$ cat src/rtl/spi_reg_bank_if.sv
// SPI pin bundle for spi_reg_bank.
// The master drives sclk/ncs/copi; the register-bank target drives cipo/cipo_oe.
interface spi_reg_bank_if;
    logic sclk;
    logic ncs;
    logic copi;
    logic cipo;
    logic cipo_oe;

    modport master (output sclk, output ncs, output copi, input cipo, input cipo_oe);
    modport slave  (input sclk, input ncs, input copi, output cipo, output cipo_oe);
endinterface

$ cat src/rtl/spi_reg_bank.sv
// spi_reg_bank: SPI mode-0 target that writes a bank of NUM_REGS x DATA_W
// configuration registers. The raw SPI pins are oversampled by clk.
// Frame: R/W bit (1 = write), ADDR_W address bits, DATA_W data bits, MSB first.
// The frame is evaluated when the synchronised ncs rises.
// Optional feature macro: SPI_READBACK_EN. When it is defined, a read frame shifts
// the addressed register out on cipo. When it is undefined, cipo and cipo_oe stay 0.
module spi_reg_bank #(
    parameter int NUM_REGS = 5,
    parameter int DATA_W   = 8,
    parameter int ADDR_W   = 7
) (
    input  logic                       clk,
    input  logic                       rst_n,
    spi_reg_bank_if.slave              spi,
    output logic [NUM_REGS*DATA_W-1:0] regs,
    output logic                       wr_strobe,
    output logic [ADDR_W-1:0]          wr_addr,
    output logic                       frame_err
);
    localparam int FRAME = 1 + ADDR_W + DATA_W;
    localparam int CNT_W = $clog2(FRAME + 2);
    localparam logic [CNT_W-1:0]  CNT_ADDR_LAST = CNT_W'(ADDR_W);
    localparam logic [CNT_W-1:0]  CNT_FRAME     = CNT_W'(FRAME);
    localparam logic [CNT_W-1:0]  CNT_SAT       = CNT_W'(FRAME + 1);
    localparam logic [ADDR_W:0]   NUM_REGS_W    = (ADDR_W + 1)'(NUM_REGS);

    typedef enum logic [1:0] {IDLE, CMD, DATA, OVER} state_e;

    // Synchroniser chains: [0],[1] are the 2-flop synchroniser, [2] is the edge-detect history.
    logic [2:0] sclk_q, ncs_q, copi_q;
    logic       sclk_rise_q, ncs_rise_q, ncs_fall_q;
`ifdef SPI_READBACK_EN
    logic       sclk_fall_q;
`endif

    state_e                          state_q;
    logic [CNT_W-1:0]                cnt_q;
    logic [FRAME-1:0]                sr_q, sr_d;
    logic [NUM_REGS-1:0][DATA_W-1:0] reg_q;

    logic              frm_rw;
    logic [ADDR_W-1:0] frm_addr;
    logic [DATA_W-1:0] frm_data;
    logic              frm_addr_ok;

    // copi_q[2] is delayed to line up with the registered sclk_rise_q pulse.
    assign sr_d        = {sr_q[FRAME-2:0], copi_q[2]};
    assign frm_rw      = sr_q[FRAME-1];
    assign frm_addr    = sr_q[FRAME-2 -: ADDR_W];
    assign frm_data    = sr_q[DATA_W-1:0];
    assign frm_addr_ok = ({1'b0, frm_addr} < NUM_REGS_W);
    assign regs        = reg_q;

`ifdef SPI_READBACK_EN
    logic [DATA_W-1:0] out_q, rd_word;
    logic              cipo_q, cipo_oe_q;
    logic              cmd_rw;
    logic [ADDR_W-1:0] cmd_addr;

    // The command fields are taken from the value that the completing rising edge shifts in.
    assign cmd_rw   = sr_d[ADDR_W];
    assign cmd_addr = sr_d[ADDR_W-1:0];

    // Look up the register addressed by the command; out-of-range addresses read as zero.
    always_comb begin
        // NOTE: default assignment first so no path leaves rd_word unassigned (no latch).
        rd_word = '0;
        for (int k = 0; k < NUM_REGS; k++) begin
            if (cmd_addr == ADDR_W'(k)) rd_word = reg_q[k];
        end
    end

    assign spi.cipo    = cipo_q;
    assign spi.cipo_oe = cipo_oe_q;
`else
    assign spi.cipo    = 1'b0;
    assign spi.cipo_oe = 1'b0;
`endif

    // Synchronise the raw SPI pins and register one-cycle edge pulses.
    // ncs history resets low, so ncs held low through reset release never looks like a falling edge.
    // In that case the FSM stays in IDLE until ncs has gone high and falls again.
    always_ff @(posedge clk or negedge rst_n) begin
        if (!rst_n) begin
            sclk_q      <= '0;
            ncs_q       <= '0;
            copi_q      <= '0;
            sclk_rise_q <= 1'b0;
            ncs_rise_q  <= 1'b0;
            ncs_fall_q  <= 1'b0;
`ifdef SPI_READBACK_EN
            sclk_fall_q <= 1'b0;
`endif
        end else begin
            // NOTE: non-blocking assignments so every flop samples the pre-edge value of its neighbour.
            sclk_q      <= {sclk_q[1:0], spi.sclk};
            ncs_q       <= {ncs_q[1:0], spi.ncs};
            copi_q      <= {copi_q[1:0], spi.copi};
            sclk_rise_q <= sclk_q[1] & ~sclk_q[2];
            ncs_rise_q  <= ncs_q[1] & ~ncs_q[2];
            ncs_fall_q  <= ~ncs_q[1] & ncs_q[2];
`ifdef SPI_READBACK_EN
            sclk_fall_q <= ~sclk_q[1] & sclk_q[2];
`endif
        end
    end

    // Frame FSM: bit counting, shifting, commit or discard on ncs rise, and optional shift-out.
    always_ff @(posedge clk or negedge rst_n) begin
        if (!rst_n) begin
            state_q   <= IDLE;
            cnt_q     <= '0;
            sr_q      <= '0;
            // NOTE: the register file is reset explicitly, because it drives chip controls that must power up off.
            reg_q     <= '0;
            wr_addr   <= '0;
            wr_strobe <= 1'b0;
            frame_err <= 1'b0;
`ifdef SPI_READBACK_EN
            out_q     <= '0;
            cipo_q    <= 1'b0;
            cipo_oe_q <= 1'b0;
`endif
        end else begin
            wr_strobe <= 1'b0;
            frame_err <= 1'b0;
            if (ncs_rise_q) begin
                // ncs rise has priority, so a coincident sclk rise is not counted.
                state_q <= IDLE;
                if (state_q != IDLE) begin
                    if (cnt_q == CNT_FRAME && frm_addr_ok) begin
                        if (frm_rw) begin
                            for (int k = 0; k < NUM_REGS; k++) begin
                                if (frm_addr == ADDR_W'(k)) reg_q[k] <= frm_data;
                            end
                            wr_addr   <= frm_addr;
                            wr_strobe <= 1'b1;
                        end
                    end else begin
                        frame_err <= 1'b1;
                    end
                end
`ifdef SPI_READBACK_EN
                cipo_q    <= 1'b0;
                cipo_oe_q <= 1'b0;
`endif
            end else if (ncs_fall_q) begin
                state_q <= CMD;
                cnt_q   <= '0;
                sr_q    <= '0;
            end else if (sclk_rise_q && state_q != IDLE) begin
                if (cnt_q != CNT_SAT) cnt_q <= cnt_q + CNT_W'(1);
                if (cnt_q < CNT_FRAME) sr_q <= sr_d;
                case (state_q)
                    CMD: begin
                        if (cnt_q == CNT_ADDR_LAST) begin
                            state_q <= DATA;
`ifdef SPI_READBACK_EN
                            if (!cmd_rw) begin
                                out_q     <= rd_word;
                                cipo_oe_q <= 1'b1;
                            end
`endif
                        end
                    end
                    DATA: begin
                        if (cnt_q == CNT_FRAME) begin
                            state_q <= OVER;
`ifdef SPI_READBACK_EN
                            cipo_q    <= 1'b0;
                            cipo_oe_q <= 1'b0;
`endif
                        end
                    end
                    default: ;
                endcase
            end
`ifdef SPI_READBACK_EN
            else if (sclk_fall_q && cipo_oe_q) begin
                cipo_q <= out_q[DATA_W-1];
                out_q  <= out_q << 1;
            end
`endif
        end
    end
endmodule

$ cat src/flat_wrapper.sv
// flat-port wrapper written by rule: the top's interface ports become plain ports
module spi_reg_bank_flat 
#(
    parameter int NUM_REGS = 5,
    parameter int DATA_W   = 8,
    parameter int ADDR_W   = 7
)
  (clk, rst_n, regs, wr_strobe, wr_addr, frame_err, spi_sclk, spi_ncs, spi_copi, spi_cipo, spi_cipo_oe);
  spi_reg_bank_if spi_i ();
  input  logic clk;
  input  logic rst_n;
  output logic [NUM_REGS*DATA_W-1:0] regs;
  output logic wr_strobe;
  output logic [ADDR_W-1:0] wr_addr;
  output logic frame_err;
  input wire logic [$bits(spi_i.sclk)-1:0] spi_sclk;
  input wire logic [$bits(spi_i.ncs)-1:0] spi_ncs;
  input wire logic [$bits(spi_i.copi)-1:0] spi_copi;
  output wire logic [$bits(spi_i.cipo)-1:0] spi_cipo;
  output wire logic [$bits(spi_i.cipo_oe)-1:0] spi_cipo_oe;
  assign spi_i.sclk = spi_sclk;
  assign spi_i.ncs = spi_ncs;
  assign spi_i.copi = spi_copi;
  assign spi_cipo = spi_i.cipo;
  assign spi_cipo_oe = spi_i.cipo_oe;
  spi_reg_bank #(.NUM_REGS(NUM_REGS), .DATA_W(DATA_W), .ADDR_W(ADDR_W)) u_core (.clk(clk), .rst_n(rst_n), .spi(spi_i), .regs(regs), .wr_strobe(wr_strobe), .wr_addr(wr_addr), .frame_err(frame_err));
endmodule
$ cat config.mk
export PLATFORM = sky130hd
export DESIGN_NAME = spi_reg_bank_flat
export DESIGN_NICKNAME = d
export VERILOG_FILES = /design/src/rtl/spi_reg_bank_if.sv /design/src/rtl/spi_reg_bank.sv /design/src/flat_wrapper.sv
export SDC_FILE = /design/constraint.sdc
export NUM_CORES = 1
export LEC_CHECK = 0
export CORE_ASPECT_RATIO = 1.75
export CORE_MARGIN = 5
export CORE_UTILIZATION = 42
export DETAILED_ROUTE_END_ITERATION = 6
export MAX_ROUTING_LAYER = met4
export PLACE_DENSITY = 0.66
export SKIP_LAST_GASP = 1
export SLEW_MARGIN = 40
export SYNTH_ARGS = -nofsm -noshare
export SYNTH_HDL_FRONTEND = slang
export SYNTH_SLANG_ARGS = --single-unit
$ cat constraint.sdc
create_clock -name clk -period 4.47 [get_ports clk]
set_input_delay 1.1175 -clock clk [delete_from_list [all_inputs] [get_ports clk]]
set_output_delay 1.1175 -clock clk [all_outputs]
set_load 0.05 [all_outputs]
==> results.py <==
metrics = {
    "cells_and_area": {
        "final_area_um2": 4230,
        "number_of_standard_cells_in_the_final_layout_excluding_fillers": 406,
        "antenna-diode-count": 0,
        "post_route_cells_drive_above_1_share_pct": 20.3,
        "finalCoreUtilization_pct": 53.8,
        "layout-area-overhead-vs-synth_pct": 26.0,
        "mostFrequentLayoutCells": "dfrtp_1 (84), clkdlybuf4s50_1 (52), mux2_2 (42)",
        "mostFrequentLayoutCell": "dfrtp_1",
        "final_nets": 323,
    },
    "worst_setup_path": {
        "critPathSlowestCell": "clkdlybuf4s50_1",
        "worstSetupEndpoint": "regs[13]",
        "worst_setup_path_end_kind": "output pin",
        "reg2reg_depth": 6,
        "timing.critical_path.cells": "clkdlybuf4s50_1",
        "crit-reg2reg-launch": "u_core.state_q[0]",
        "critical-path-max-stage-delay_ns": 0.81,
        "critPathRequiredTime_ns": 3.35,
        "worst_path_arrival_ns": 1.52,
        "critPathMaxFanout": 2,
        "startpoint_types": "flip-flop",
        "ff2ff_setup_slack_ns": 2.27,
        "reg2reg_to": "u_core.regs[8]",
        "crit_buf_inv": 1,
        "setup.worst_path.class": "flip-flop to output pin",
        "cpLargestDelayFamily": "buffers and inverters",
        "worstSetupPathDepth": 1,
        "startpoint": "u_core.regs[13]",
    },
    "power": {
        "static-leakage-power_nw": 1.94,
        "power_per_cell_area_nw_per_um2": 373,
        "post-layout-total-power_mw": 1.58,
        "peakVddDrop_mv": 0.267,
    },
    "synth": {
        "postSynthRegisterBits": 84,
        "synthDistinctLibCells": 37,
        "postSynthAreaPerCell_um2": 13.0,
        "ys_async_sr_fraction_pct": 100,
        "top_area_cell_type_share_of_the_netlist_area_pct": 62.6,
        "number_of_enable_flip_flop_cells_after_synthesis": 0,
        "ys_dominant_reg_cell": "dfrtp_1",
        "part_of_the_yosys_area_used_for_sequential_elements_pct": 62.6,
        "synth-warning-count": 0,
        "synthDominantAreaCellType": "dfrtp_1",
        "synthesis.area_um2": 3360,
        "synth_top_cells_by_area": "dfrtp_1 (63%), mux2_2 (14%), nand2_1 (4.0%), o21ai_0 (3.4%), ha_1 (2.2%)",
        "synthCells": 259,
    },
    "timing": {
        "report.final.slew_viol_count": 0,
        "final_critical_path_time_including_i_o_delays_and_setup_ns": 2.64,
        "timing.slew.headroom_pct": 56.4,
        "layout_setup_ws_ns": 1.83,
        "fin_worst_hold_slack_ns": 0.348,
        "worst_clock_skew_ns": 0.00482,
        "post-route-period-util_pct": 59.0,
        "worst-slew-pin-transition_ns": 0.654,
        "achievable-frequency_mhz": 379,
        "timing.setup.tns_ns": 0,
        "timing_hold_violations_final": 0,
        "report.final.setup_viol": 0,
        "setup_repair_after_global_routing_missed_its_margin": "no",
    },
    "global_routing": {
        "grt_first_pass_wirelength_um": 11600,
        "grt_antenna_before_repair": 0,
        "global_route.overflow_total": 0,
        "track_usage_pct": 15.6,
        "grt_pass1_vias": 2194,
        "grt_start_max_net_pins": 85,
    },
    "placed_design": {
        "placement.cell_area_um2": 3960,
        "preCtsSetupSlack_ns": 2.16,
        "numPlacedInstances": 391,
        "hpwlAfterDp_um": 4620,
        "gp_congestion": 0.820,
        "port_buffers": 53,
    },
    "floorplan": {
        "placementRows": 43,
        "die_width_um": 77.6,
        "dieArea_um2": 9950,
        "die_height_um": 128,
        "pin_count": 56,
        "core_area_um2": 7860,
        "initial_utilization_pct": 42.7,
    },
    "route": {
        "avgViaCountPerCell": 5.12,
        "routed_wire_per_std_cell_um": 17.0,
        "detail-route-antenna-nets": 0,
        "detailroute.via_count": 2080,
        "detailedRoute.firstIterationViolations": 80,
        "detailedRoute.firstPassIterationCount": 4,
        "totalWireLength_um": 6880,
        "detail_route.drc_violations": 0,
    },
    "clock_network": {
        "cts-hold-fix-buffers": 0,
        "clockRootBuffer": "clkbuf_16",
        "post-cts-setup-buffers": 0,
        "cts_repair_resize_count": 0,
        "numCtsBuffers": 9,
        "cts.clk_slew.worst_paths_ns": 0.06,
        "clock_latency_ns": 0.33,
        "tritoncts_clock_tree": "yes",
        "h-tree-depth": 3,
        "tritoncts_num_sinks": 84,
        "clock_path_buffers": 2,
    },
    "worst_hold_path": {
        "worst_hold_path_type": "flip-flop to flip-flop",
    },
    "job": {
        "number_of_max_capacitance_violations_reported": 0,
    },
    "status": {
        "run_status": "finished, final reports clean",
    },
}
metal layers:
metal	part of all wire, %	global-route usage (%)	up-vias
met3	2.9	4.01	12
met4	2.4	6.88	0
met2	54	25.4	36
li1	-	-	994
met1	41	17.9	1038
met5	0	-	-
how the worst min path moves through the flow:
stage                           startpoint          endpoint  slack (ns)  cells past startpoint
after global routing       u_core.ncs_q[0]   u_core.ncs_q[1]        0.36                      0
after CTS                  u_core.ncs_q[0]   u_core.ncs_q[1]        0.35                      0
after floorplan           u_core.copi_q[0]  u_core.copi_q[1]        0.33                      0
final                      u_core.ncs_q[0]   u_core.ncs_q[1]        0.35                      0
after global placement     u_core.ncs_q[0]   u_core.ncs_q[1]        0.33                      0
after detailed placement   u_core.ncs_q[0]   u_core.ncs_q[1]        0.33                      0
cells in the mapped netlist, drive strengths merged, types with 3 or more instances:
cell,n
a21oi,3
buf,4
clkbuf,8
dfrtp,84
ha,6
inv,7
mux2,42
nand2,36
nor2,6
nor2b,9
nor3,3
o21ai,23
sequential cells by signal, indices dropped and copies added (netlist names):
name / flops
u_core.regs: 40
u_core.sr_q: 16
u_core.wr_addr: 7
u_core.cnt_q: 5
u_core.copi_q: 3
u_core.ncs_q: 3
u_core.sclk_q: 3
u_core.state_q: 2
u_core.frame_err: 1
u_core.ncs_fall_q: 1
u_core.ncs_rise_q: 1
u_core.sclk_rise_q: 1
u_core.wr_strobe: 1
power by group:
| group | internal, mW | switching [mW] |
|---|---|---|
| clock | 0.402 | 0.267 |
| sequential | 0.786 | 0.0381 |
| combinational | 0.0296 | 0.0541 |
| total | 1.22 | 0.359 |
cells by family after synthesis:
| kind of cell | share of synthesized area (%) |
|---|---|
| fa+ha+maj | 2.24 |
| flops | 62.6 |
| compound gates | 5.55 |
| buf+inv | 2.68 |
| other cells | 0.112 |
| simple gates | 12.4 |
| mux | 14.4 |
final cells by class:
type | instances | area (um2)
Fill cell | 685 | 3630
Sequential cell | 84 | 2100
Multi-Input combinational cell | 156 | 1180
Timing Repair Buffer | 53 | 534
Clock buffer | 13 | 260
Tap cell | 90 | 113
Inverter | 8 | 30.0
Clock inverter | 2 | 10.0
Power figures use the tool's default switching activity.
